==> config.mk <==
export PLATFORM = sky130hd
export DESIGN_NAME = brick_hit_ctrl
export DESIGN_NICKNAME = d
export VERILOG_FILES = /design/src/rtl/brick_hit_ctrl.sv
export SDC_FILE = /design/constraint.sdc
export NUM_CORES = 1
export LEC_CHECK = 0
export CAP_MARGIN = 10
export CORE_MARGIN = 2
export CORE_UTILIZATION = 57
export DETAILED_ROUTE_END_ITERATION = 8
export PLACE_DENSITY = 0.82
export SETUP_SLACK_MARGIN = 0.1
export SKIP_LAST_GASP = 1
export SLEW_MARGIN = 20
export SYNTH_ARGS = -nofsm -noshare
export SYNTH_HDL_FRONTEND = slang
export SYNTH_SLANG_ARGS = --single-unit
==> constraint.sdc <==
create_clock -name CLK_25MH -period 4.5 [get_ports CLK_25MH]
set_input_delay 0.9 -clock CLK_25MH [delete_from_list [all_inputs] [get_ports CLK_25MH]]
set_output_delay 0.9 -clock CLK_25MH [all_outputs]
set_load 0.005 [all_outputs]
==> src/rtl/brick_hit_ctrl.sv <==
// Once per frame, at the first blanking line, scans the ten bricks against the latched ball box
// and issues at most one erase/hit pulse, plus a bounce direction and score update.
module brick_hit_ctrl #(
  parameter int BALL_SIZE     = 7,
  parameter int HITS_TO_CLEAR = 3,
  parameter int SCAN_LINE     = 480
) (
  input  logic       CLK_25MH,
  input  logic       reset,
  input  logic [9:0] hor_count,
  input  logic [9:0] ver_count,
  input  logic [9:0] ball_x,
  input  logic [9:0] ball_y,
  output logic       active_write_enable,
  output logic [5:0] erase_pos,
  output logic       bounce_x,
  output logic       bounce_y,
  output logic [7:0] score,
  output logic       all_cleared,
  output logic       busy
);

  // state | meaning
  // IDLE  | waiting for the start-of-blanking trigger
  // SCAN  | testing one brick per cycle, index 0..9
  // ERASE | one-cycle hit pulse to the renderer
  typedef enum logic [1:0] {IDLE, SCAN, ERASE} state_t;

  localparam logic [1:0] HTC        = 2'(HITS_TO_CLEAR);
  localparam logic [9:0] SCAN_V     = 10'(SCAN_LINE);
  localparam logic [10:0] BALL_EXT  = 11'(BALL_SIZE);
  localparam logic [10:0] BRICK_W   = 11'd80;
  localparam logic [10:0] BRICK_H   = 11'd30;
  localparam logic [3:0] LAST_IDX   = 4'd9;

  state_t          r_state;
  logic [3:0]      r_idx;
  logic            r_found;
  logic [3:0]      r_hit_idx;
  logic [9:0]      r_bx;
  logic [9:0]      r_by;
  logic [9:0][1:0] r_cnt;

  logic [10:0] w_cur_bx;
  logic [10:0] w_cur_by;
  logic [10:0] w_ball_x11;
  logic [10:0] w_ball_y11;
  logic [10:0] w_ball_xe;
  logic [10:0] w_ball_ye;
  logic [1:0]  w_cur_cnt;
  logic        w_overlap;
  logic        w_hit_now;
  logic [3:0]  w_sel_idx;
  logic        w_sel_found;
  logic [10:0] w_sel_bx;
  logic [10:0] w_cx;
  logic        w_centre;
  logic [1:0]  w_sel_cnt;
  logic [1:0]  w_new_cnt;
  logic        w_destroy;
  logic [7:0]  w_score_next;
  logic        w_trigger;

  function automatic logic [10:0] brick_x(input logic [3:0] i);
    logic [10:0] v;
    case (i)
      4'd0, 4'd5: v = 11'd40;
      4'd1, 4'd6: v = 11'd160;
      4'd2, 4'd7: v = 11'd280;
      4'd3, 4'd8: v = 11'd400;
      4'd4, 4'd9: v = 11'd520;
      default:    v = 11'd0;
    endcase
    return v;
  endfunction

  function automatic logic [10:0] brick_y(input logic [3:0] i);
    return (i < 4'd5) ? 11'd40 : 11'd90;
  endfunction

  assign w_trigger  = (hor_count == 10'd0) && (ver_count == SCAN_V);

  // All geometry is evaluated at 11 bits so ball_x + BALL_SIZE never wraps.
  assign w_ball_x11 = {1'b0, r_bx};
  assign w_ball_y11 = {1'b0, r_by};
  assign w_ball_xe  = w_ball_x11 + BALL_EXT;
  assign w_ball_ye  = w_ball_y11 + BALL_EXT;
  assign w_cur_bx   = brick_x(r_idx);
  assign w_cur_by   = brick_y(r_idx);

  always_comb begin
    w_cur_cnt = 2'd0;
    w_sel_cnt = 2'd0;
    for (int i = 0; i < 10; i++) begin
      if (r_idx == 4'(i))     w_cur_cnt = r_cnt[i];
      if (w_sel_idx == 4'(i)) w_sel_cnt = r_cnt[i];
    end
  end

  assign w_overlap = (w_ball_x11 <= w_cur_bx + BRICK_W) && (w_ball_xe >= w_cur_bx) &&
                     (w_ball_y11 <= w_cur_by + BRICK_H) && (w_ball_ye >= w_cur_by);
  assign w_hit_now = w_overlap && (w_cur_cnt != HTC);

  // On the last scan cycle the brick being tested may itself be the first hit.
  assign w_sel_idx    = r_found ? r_hit_idx : r_idx;
  assign w_sel_found  = r_found || w_hit_now;
  assign w_sel_bx     = brick_x(w_sel_idx);
  assign w_cx         = w_ball_x11 + 11'd3;
  assign w_centre     = (w_cx >= w_sel_bx) && (w_cx <= w_sel_bx + BRICK_W);
  assign w_new_cnt    = w_sel_cnt + 2'd1;
  assign w_destroy    = (w_new_cnt == HTC);
  assign w_score_next = score + 8'd1;

  always_ff @(posedge CLK_25MH or negedge reset) begin
    if (!reset) begin
      r_state             <= IDLE;
      r_idx               <= 4'd0;
      r_found             <= 1'b0;
      r_hit_idx           <= 4'd0;
      r_bx                <= 10'd0;
      r_by                <= 10'd0;
      r_cnt               <= '0;
      active_write_enable <= 1'b0;
      erase_pos           <= 6'd0;
      bounce_x            <= 1'b0;
      bounce_y            <= 1'b0;
      score               <= 8'd0;
      all_cleared         <= 1'b0;
      busy                <= 1'b0;
    end else begin
      active_write_enable <= 1'b0;
      bounce_x            <= 1'b0;
      bounce_y            <= 1'b0;
      case (r_state)
        IDLE: begin
          if (w_trigger) begin
            r_state   <= SCAN;
            r_idx     <= 4'd0;
            r_found   <= 1'b0;
            r_hit_idx <= 4'd0;
            r_bx      <= ball_x;
            r_by      <= ball_y;
            busy      <= 1'b1;
          end
        end
        SCAN: begin
          if (w_hit_now && !r_found) begin
            r_found   <= 1'b1;
            r_hit_idx <= r_idx;
          end
          if (r_idx == LAST_IDX) begin
            if (w_sel_found) begin
              r_state             <= ERASE;
              active_write_enable <= 1'b1;
              erase_pos           <= {2'b00, w_sel_idx};
              bounce_y            <= w_centre;
              bounce_x            <= !w_centre;
              for (int i = 0; i < 10; i++) begin
                if (w_sel_idx == 4'(i)) r_cnt[i] <= w_new_cnt;
              end
              if (w_destroy) begin
                score <= w_score_next;
                if (w_score_next == 8'd10) all_cleared <= 1'b1;
              end
            end else begin
              r_state <= IDLE;
              busy    <= 1'b0;
            end
          end else begin
            r_idx <= r_idx + 4'd1;
          end
        end
        ERASE: begin
          r_state <= IDLE;
          busy    <= 1'b0;
        end
        default: begin
          r_state <= IDLE;
          busy    <= 1'b0;
        end
      endcase
    end
  end

endmodule

==> results_dict.tcl <==
set metrics [dict create \
    finClkSkew_ns 0.00920 \
    ys.flop_type "dfrtp_1" \
    fillers 647 \
    rows 33 \
    antenna_found_initial 0 \
    drive_gt1_share_pct 10.7 \
    fp.dieW_um 96.9 \
    hold_viol 0 \
    synth_top_area_share_pct 34.6 \
    startpoint_type "flip-flop" \
    synth_cells 535 \
    min_path_cells 1 \
    max_freq_mhz 239 \
    die_area_um2 9390 \
    peakVddDrop_v 0.000157 \
    drc 0 \
    status "finished clean" \
    grt_use_total_pct 25.5 \
    first_pass_iters 6 \
    vias 4169 \
    worst_hold_path_type "flip-flop to flip-flop" \
    post_drt_wl_per_cell_um 16.5 \
    via_per_inst 5.95 \
    fin_crit_sh_pct 93.1 \
    power_density_nw_per_um2 202 \
    num_antenna_cells 0 \
    clkTransAtPathRegs_ns 0.07 \
    tightest_slew_ns 0.932 \
    core_um2 8300 \
    reg2reg_slack_ns 0.31 \
    worstRegToRegCells 15 \
    finalMaxSlewViolations 0 \
    drv_cap 0 \
    ys_warn_count 0 \
    final_area_um2 5790 \
    start_util_pct 59.2 \
    whs_endpoint "all_cleared" \
    hpwl_um 8770 \
    yosysTopAreaCell "dfrtp_1" \
    die_h_um 96.9 \
    drt_wl_total_um 11600 \
    ys_types 70 \
    clockBufferDepth 2 \
    hold_start "all_cleared" \
    antenna_left 0 \
    fin_nets 686 \
    synth.area.top_cells "dfrtp_1 (35%), ha_1 (13%), mux2_2 (6.4%), nand2_1 (4.6%), xor2_1 (3.9%)" \
    reg2reg_to "r_cnt[16]" \
    postPlaceCellArea_um2 5590 \
    endpoint_kind "flip-flop" \
    arrival_ns 4.43 \
    setup-violations-final 0 \
    power_leakage_nw 2.76 \
    synthArstFlopShare_pct 100 \
    grt_pass1_wl_um 19700 \
    drt_iter0_markers 316 \
    h-tree-depth 3 \
    cts_sinks 68 \
    crit_type "flip-flop to flip-flop" \
    fin_setup_tns_ns 0 \
    syn-cell-area_um2 4920 \
    grt_pass1_vias 4068 \
    routabilityCongestion 0.948 \
    max_slew_margin_pct 37.9 \
    synth_commonest_cells "dfrtp_1 (68), nand2_1 (60), ha_1 (52)" \
    area_delta_synth_final_pct 17.8 \
    clk-insertion-delay-late_ns 0.35 \
    rsz0062_at_grt "false" \
    fin_crit_ns 4.19 \
    gr-total-overflow 0 \
    cts_root_buf "clkbuf_8" \
    io_pins 61 \
    worst-path-max-fanout 13 \
    synth_edf_count 0 \
    r2r_start "r_idx[0]" \
    syn_area_per_cell_um2 9.19 \
    cts_buffers 9 \
    synth_seq_cells 68 \
    yosysMostFrequentCell "dfrtp_1" \
    yosysSeqAreaShare_pct 34.6 \
    cp.required_ns 4.74 \
    place.port_buffers 58 \
    grt_start_max_net_pins 42 \
    cts_tree "yes" \
]
[layer usage]
metal / wire length (µm) / share of wire, % / GRT usage, %
met1: 5310 / 46 / 35.4
met5: 0 / 0 / 0
met4: 195 / 1.7 / 7.69
met3: 597 / 5.2 / 4.41
met2: 5460 / 47 / 41.0
[critical path, cell delays in order, from the launching register on]
cell and delay, ns:
dfrtp_1 0.45, inv_1 0.21, ha_1 0.35, nand3b_1 0.17
o21ai_1 0.25, inv_1 0.18, nor3_1 0.21, xor2_1 0.11
ha_1 0.31, nand4_1 0.12, nor4b_2 0.32, a211oi_1 0.09
o2bb2ai_1 0.15, o31a_2 0.49, nor3b_2 0.31, mux2_2 0.36
[cells by family (layout without fill, tap and decap cells)]
logic type                 Yosys count  count (layout)  synth area share (%)
and+or+nand+nor                    170             170                  17.6
AOI/OAI and AO/OA                  122             122                  16.3
DFF                                 68              68                  34.6
buffers and inverters               55             115                  4.71
adders and majority gates           52              52                  13.2
muxes                               35              35                  7.84
xor gates and xnor gates            32              32                  5.70
other                                1               2                0.0763
[per-stage QoR]
stage	instances	util [%]	hold WS [ns]	total power, mW	worst slack [ns]
finish	701	69.8	0.491	1.17	0.310
global route	701	69.8	0.522	1.21	0.120
CTS	701	69.6	0.486	1.18	0.232
detailed placement	686	67.3	0.456	0.675	0.250
global placement	686	67.3	0.460	0.673	0.403
floorplan	536	-	0.438	0.628	0.524
[layout make-up]
cell class	instances	area (µm²)	share of cell area, %
Timing Repair Buffer	65	628	10.8
Tap cell	105	131	2.27
Inverter	35	131	2.27
Sequential cell	68	1700	29.4
Clock buffer	11	141	2.44
Multi-Input combinational cell	413	3010	51.9
Clock inverter	4	50.0	0.864
[worst max path at each step]
stage,slack (ns),depth (start not counted),to,from
after floorplan,0.52,17,bounce_y,r_idx[0]
after global placement,0.40,16,bounce_y,r_found
after detailed placement,0.25,14,erase_pos[1],r_idx[1]
after CTS,0.23,14,erase_pos[0],r_idx[1]
after global routing,0.12,15,r_cnt[16],r_idx[0]
final,0.31,15,r_cnt[16],r_idx[0]
[state kept, by name, indices dropped and copies added (netlist names), 2 cells and up]
name	flops
r_bx	10
r_state	2
r_by	10
r_cnt	20
r_idx	4
erase_pos	4
score	8
r_hit_idx	4
[layout by cell type (no fill, tap or decap), types with 5 or more instances in the layout]
cell type,instances
o21a_1,5
clkdlybuf4s50_1,57
a21oi_1,20
nor3_1,11
mux2i_1,7
clkbuf_8,10
a221oi_1,6
nor2_1,31
nand3b_1,8
a211oi_1,5
a21o_1,5
nand2_1,60
buf_4,7
xor2_1,22
xnor2_1,10
nor2b_1,5
inv_1,35
ha_1,52
dfrtp_1,68
mux2_2,28
o31ai_1,8
o21ai_0,35
nand3_1,19
[where the power goes]
part | leakage (nW) | internal (mW) | switching (mW)
combinational | 1.79 | 0.0325 | 0.0179
clock | 0.0914 | 0.267 | 0.241
sequential | 0.877 | 0.611 | 0.000311
[repair_timing]
action                     in CTS  in global routing
setup buffers                   0                  0
setup endpoints to repair       0                  8
resized for setup               0                  6
hold buffers                    0                  0
Power figures use the tool's default switching activity.
